File: src/rtl/ram_sp_be_clr.sv
// Single-port synchronous RAM with per-byte write enables, selectable read-during-write
// behaviour, a registered read port with valid strobe, and a zero-fill clear engine.
module ram_sp_be_clr #(
    parameter int DATA_W     = 8,
    parameter int ADDR_W     = 6,
    parameter int DEPTH      = 64,
    parameter int RDW_MODE   = 0,
    parameter int CLR_ON_RST = 1
) (
    input  logic                  clk,
    input  logic                  rst,
    input  logic                  clr_req,
    output logic                  busy,
    input  logic                  en,
    input  logic                  we,
    input  logic [DATA_W/8-1:0]   be,
    input  logic [ADDR_W-1:0]     addr,
    input  logic [DATA_W-1:0]     wdata,
    output logic [DATA_W-1:0]     rdata,
    output logic                  rvalid
);

    localparam int NB    = DATA_W / 8;
    localparam int IDX_W = (DEPTH > 1) ? $clog2(DEPTH) : 1;

    localparam logic [ADDR_W:0]   DEPTH_X  = (ADDR_W + 1)'(DEPTH);
    localparam logic [ADDR_W-1:0] LAST_PTR = ADDR_W'(DEPTH - 1);

    typedef enum logic {
        ST_IDLE  = 1'b0,
        ST_CLEAR = 1'b1
    } state_t;

    logic [DATA_W-1:0] mem [DEPTH];

    state_t              state_q;
    logic [ADDR_W-1:0]   clr_ptr_q;
    logic                busy_q;
    logic [DATA_W-1:0]   rdata_q;
    logic                rvalid_q;

    logic                in_range;
    logic                acc_en;
    logic                wr_acc;
    logic                clr_wr;
    logic [IDX_W-1:0]    addr_idx;
    logic [IDX_W-1:0]    mem_idx;
    logic [NB-1:0]       mem_be;
    logic [DATA_W-1:0]   mem_wdata;

    // Addresses beyond DEPTH never touch the array; reads there return zero.
    assign in_range = ({1'b0, addr} < DEPTH_X);
    assign acc_en   = !rst && (state_q == ST_IDLE) && en;
    assign wr_acc   = acc_en && we && in_range;
    assign clr_wr   = !rst && (state_q == ST_CLEAR);
    assign addr_idx = addr[IDX_W-1:0];
    assign mem_idx  = clr_wr ? clr_ptr_q[IDX_W-1:0] : addr_idx;

    generate
        for (genvar gi = 0; gi < NB; gi++) begin : g_byte
            assign mem_be[gi]             = clr_wr | (wr_acc & be[gi]);
            assign mem_wdata[gi*8 +: 8]   = clr_wr ? 8'h00 : wdata[gi*8 +: 8];
        end
    endgenerate

    always_ff @(posedge clk) begin
        for (int b = 0; b < NB; b++) begin
            if (mem_be[b]) begin
                mem[mem_idx][b*8 +: 8] <= mem_wdata[b*8 +: 8];
            end
        end
    end

    // Read port: the array is sampled before this edge's write lands, so the
    // write-first result is assembled byte by byte from wdata and the old word.
    always_ff @(posedge clk) begin
        if (rst) begin
            rdata_q  <= '0;
            rvalid_q <= 1'b0;
        end else begin
            rvalid_q <= acc_en;
            if (acc_en) begin
                if (!in_range) begin
                    rdata_q <= '0;
                end else begin
                    for (int b = 0; b < NB; b++) begin
                        if ((RDW_MODE != 0) && we && be[b]) begin
                            rdata_q[b*8 +: 8] <= wdata[b*8 +: 8];
                        end else begin
                            rdata_q[b*8 +: 8] <= mem[addr_idx][b*8 +: 8];
                        end
                    end
                end
            end
        end
    end

    always_ff @(posedge clk) begin
        if (rst) begin
            state_q   <= (CLR_ON_RST != 0) ? ST_CLEAR : ST_IDLE;
            clr_ptr_q <= '0;
            busy_q    <= (CLR_ON_RST != 0);
        end else begin
            case (state_q)
                ST_IDLE: begin
                    if (clr_req) begin
                        state_q   <= ST_CLEAR;
                        clr_ptr_q <= '0;
                        busy_q    <= 1'b1;
                    end
                end
                ST_CLEAR: begin
                    if (clr_ptr_q == LAST_PTR) begin
                        state_q <= ST_IDLE;
                        busy_q  <= 1'b0;
                    end else begin
                        clr_ptr_q <= clr_ptr_q + 1'b1;
                    end
                end
                default: begin
                    state_q <= ST_IDLE;
                    busy_q  <= 1'b0;
                end
            endcase
        end
    end

    assign busy   = busy_q;
    assign rdata  = rdata_q;
    assign rvalid = rvalid_q;

endmodule

File: config.mk
export PLATFORM = sky130hd
export DESIGN_NAME = ram_sp_be_clr
export DESIGN_NICKNAME = d
export VERILOG_FILES = /design/src/rtl/ram_sp_be_clr.sv
export SDC_FILE = /design/constraint.sdc
export NUM_CORES = 1
export LEC_CHECK = 0
export ABC_AREA = 1
export CORE_UTILIZATION = 66
export CTS_BUF_LIST = sky130_fd_sc_hd__clkbuf_2
export DETAILED_ROUTE_END_ITERATION = 10
export DONT_BUFFER_PORTS = 1
export PLACE_DENSITY = 0.82
export SETUP_SLACK_MARGIN = 0.1
export SYNTH_ARGS = -nofsm -noshare
export SYNTH_HDL_FRONTEND = slang
export SYNTH_SLANG_ARGS = --single-unit
File: constraint.sdc
create_clock -name clk -period 3.9 [get_ports clk]
set_input_delay 1.17 -clock clk [delete_from_list [all_inputs] [get_ports clk]]
set_output_delay 1.17 -clock clk [all_outputs]
set_load 0.05 [all_outputs]
# ---- Word-level counts from Yosys, hierarchy flattened
# Memories as Yosys holds them, arrays and structs flattened. A register that Yosys moved wholly into a read port is not among the register bits.
# Cells that the tools add are included.
dict set report classes {
  add_sub_neg 1
  eq_ne 4
  mux 13
  n_bitwise 3
  reduce_logical 7
}
# operator n
set ops {}
lappend ops {{6-bit two-way mux} 3}
lappend ops {{6-bit case mux with 2 select lines} 1}
lappend ops {{8-bit two-way mux} 1}
lappend ops {{6-bit by 1-bit adder with 6-bit output, second input constant} 1}
lappend ops {{6-bit == test, second input constant} 1}
lappend ops {{1-bit two-way mux} 6}
lappend ops {{1-bit logical AND} 4}
lappend ops {{2-bit != test, second input constant} 2}
lappend ops {{1-bit case mux with 2 select lines} 2}
lappend ops {{2-bit AND reduction} 2}
lappend ops {{2-bit by 1-bit != test with 1-bit output, second input constant} 1}
lappend ops {{1-bit AND} 1}
lappend ops {{1-bit zero test} 1}
lappend ops {{1-bit inverter} 1}
lappend ops {{1-bit bitwise OR} 1}
dict set report word_totals {
  regBits 9
  ram_bits 512
  input_bits 20
  elab_cells 33
  mem_count 1
}
# memory words width read_ports rd_ports_with_merged_regs write_ports line
set memory_table {}
lappend memory_table {mem 64 8 1 1 1 34} ;# logic [DATA_W-1:0] mem [DEPTH];

# ---- Logic depth before layout (Yosys ltp)
dict set report depth {
  depth_word 8
  depth_mapped 14
}

# ---- Worst setup path before layout
# No wires, ideal clock.
dict set report synth_timing {
  path_kind {input port to flip-flop}
  startpoint {input rst}
  endpoint {memory mem[0][0], data pin}
  setup_ns 0.499
  arrival_time_ns 2.868
  required_ns 3.401
  setup_slack_ns 0.533
  path_stages 3
  path_buffers 1
  path_cell_list {nor2_2 -> buf_2 -> nor2_1}
}
dict set report synth_between {
  elab_chain_len 3
}
# element line
set synth_rtl {}
lappend synth_rtl {{start: declaration} 11} ;# input logic rst,
lappend synth_rtl {{1-bit zero test} 55} ;# assign clr_wr = !rst && (state_q == ST_CLEAR);
lappend synth_rtl {{1-bit logical AND} 55}
lappend synth_rtl {{8-bit two-way mux} 62} ;# assign mem_wdata[gi*8 +: 8] = clr_wr ? 8'h00 : wdata[gi*8 +: 8];
lappend synth_rtl {{net mem_wdata[0]} 49} ;# logic [DATA_W-1:0] mem_wdata;
lappend synth_rtl {{end: declaration} 34}
# The timed path passes the listed nets, and every way through them passes these cells.

# ---- Worst setup path after layout
dict set report layout_timing {
  startpoint {register rdata_q[5], in the netlist rdata[5], read port of mem}
  endpoint {output rdata[5]}
}
# element line
set layout_lines {}
lappend layout_lines {{start: declaration} 39} ;# logic [DATA_W-1:0] rdata_q;
lappend layout_lines {{end: declaration} 19} ;# output logic [DATA_W-1:0] rdata,
# No word-level cell between the ends.

==> impl_metrics.yaml <==
synth:
  synth_cell_types: 26
  ys_seq_area_frac: 0.721
  synth_area_sq_um: 21800
  synthFlopType: "edfxtp_1"
  synth-seq-cells: 529
  synth.avg_cell_area_sq_um: 11.4
  ys_async_sr_fraction: 0
  mappedNetlistNets: 1940
  yosys_warnings: 0
  synthCells: 1919
  synth_edf_count: 512
timing:
  drv_slew: 0
  worst_slack_ns: 0.971
  slew_headroom: 0.411
  setup_viol: 0
  tightest_slew_ns: 0.882
  hold_viol_final: 0
  fmax_mhz: 341
  skew_ns: 0.0726
  finalCritPeriodShare: 0.751
  tns_ns: 0
  fin_crit_ns: 2.93
  rsz0062_at_grt: "false"
worst_hold_path:
  min_path_type: "in2reg"
  min_from: "rst"
  hold_depth: 1
  whs_endpoint: "clr_ptr_q[4]"
placed_design:
  pre_cts_ws_ns: 0.614
  gp_congestion: 0.916
  hpwlAfterDp_mm: 30.6
  portBuffers: 0
finish:
  final_nets: 2026
  drive_gt1_frac: 0.142
  final_common_cell: "nand2_1"
  syn_to_final_growth_pct: 8.18
  layout_common_cells: "681 x nand2_1, 512 x edfxtp_1, 447 x nand3_1"
  n_fill_cell: 2241
routing:
  dr.pass1.iters: 6
  wl_mm: 53.0
  wire_per_inst_um: 20.9
  vias: 15200
  drt_iter0_drc: 2491
  viasPerCell: 5.99
  ant_nets: 0
  drc_errors: 0
pwr:
  seqPwrFrac: 0.611
  switchingPower_uw: 2570
  p_int_uw: 7690
  max-vdd-ir-drop_v: 0.000326
  p_sw_frac: 0.251
  combPwrFrac: 0.067
  power_leakage_uw: 0.00891
  p_per_area_nw_per_um2: 435
  p_clk_frac: 0.322
clock_network:
  clk-insertion-delay-late_ns: 0.99
  htreeDepth: 3
  clk_path_buf_depth: 3
  clock-root-buffer: "clkbuf_2"
  cts_buffers: 116
  cts.clk_slew.worst_paths_ns: 0.12
  cts_resized: 0
  cts_setup_buffers: 0
  clock-sinks: 529
  cts_tree: "yes"
  hold_buffers: 0
worst_setup_path:
  critPathMaxFanout: 2
  required_ns: 2.73
  end_kind: "primary output"
  path_class: "reg2out"
  reg2reg_setup_slack_ns: 1.30
  start_kind: "flop"
  arrival_ns: 1.76
  startpoint: "rdata[5]"
  worst-r2r-cell-count: 7
  timing.rr.end: "mem[42][5]"
  r2r-start: "state_q"
grt:
  first_global_vias: 14600
  grt_max_degree: 258
  antenna_found_initial: 1
  grt.total_usage: 0.327
  grt_first_pass_wirelength_mm: 81.3
  grt.overflow.total: 0
run_status:
  status: "finished clean"
floorplanning:
  core_area_sq_um: 32500
  dieArea_sq_um: 33700
  ios: 30
  chipWidth_um: 184
  placementRows: 66
  die_y_um: 184
  start_util: 0.670
job:
  maxCapViolations: 0
==> how the worst max path moves through the flow <==
stage,to,slack (ns),cells past startpoint
floorplan,mem[0][0],0.53,3
global placement,mem[45][3],0.67,6
detailed placement,mem[42][1],0.61,6
CTS,rdata[5],0.91,0
global route,rdata[5],0.92,0
finish,rdata[5],0.97,0
==> power by group through the flow <==
stage | combinational [uW] | sequential (uW) | clock, uW
after floorplan | 488 | 6400 | 0
after global placement | 659 | 6390 | 0
after detailed placement | 673 | 6400 | 0
after CTS | 676 | 6270 | 3350
after global routing | 743 | 6270 | 3620
final | 689 | 6270 | 3310
==> sequential cells by signal, indices dropped and copies added (netlist names) <==
name and flops:
clr_ptr_q 6, rvalid 1, busy 1, state_q 1, rdata 8, mem 512
==> cell usage after synthesis (2+ instances only) <==
cell type  instances  area share
a21oi_1            3     0.00069
dfxtp_1           17       0.016
clkbuf_1          25      0.0043
nor2_2             4      0.0011
o21ai_0            3     0.00069
buf_1             11      0.0019
nand2_1          681        0.12
o21ai_2            3      0.0012
buf_2             61       0.014
nand3_2            9      0.0041
o21ai_1            2     0.00046
nor2_1            71       0.012
o22ai_1            4      0.0011
o21ai_4            2      0.0015
buf_4             14      0.0048
inv_1             28      0.0048
nor3_1            10      0.0023
edfxtp_1         512        0.71
inv_2              6      0.0010
nand3_1          447        0.10
==> area by class of cell <==
cell class / instances / area (sq um) / share of cell area
flip-flops and latches: 529 / 15700 / 0.667
multi-input cells: 1242 / 5440 / 0.231
clock buffers: 173 / 866 / 0.0367
repair buffers: 80 / 688 / 0.0292
well taps: 442 / 553 / 0.0235
clock inverters: 32 / 163 / 0.00690
inverters: 36 / 144 / 0.00610
diodes: 1 / 2.50 / 0.000106
==> worst reg2reg max path, cell delays in order (launching register included) <==
cell     delay, ns
dfxtp_1       0.39
inv_2         0.08
nor2_2        0.11
buf_4         0.28
o21ai_1       0.22
nor2_1        0.19
nand2_1       0.31
nor2_1        0.62
==> through the flow <==
step	total power, uW	std cells	hold slack (ns)	area [sq um]	util
global route	10600	2535	0.252	23600	0.725
CTS	10300	2534	0.235	23600	0.724
finish	10300	2535	0.296	23600	0.725
global placement	7050	2329	0.533	22500	0.693
floorplan	6890	1919	0.501	21800	-
detailed placement	7070	2329	0.539	22500	0.693
==> per-layer routing <==
layer | GRT usage | vias to the layer above | part of all wire
met2 | 0.494 | 1053 | 0.47
met5 | 0 | - | 0
li1 | - | 6933 | -
met1 | 0.462 | 7069 | 0.38
met3 | 0.0727 | 128 | 0.12
met4 | 0.146 | 0 | 0.032
==> logic make-up after synthesis <==
group           Yosys count  synth area share
buf+inv                 148            0.0319
xor+xnor                  1          0.000402
fa+ha+maj                 1          0.000574
simple gates           1222             0.240
compound gates           18           0.00620
flops                   529             0.721
(Power assumes the default switching activity.)
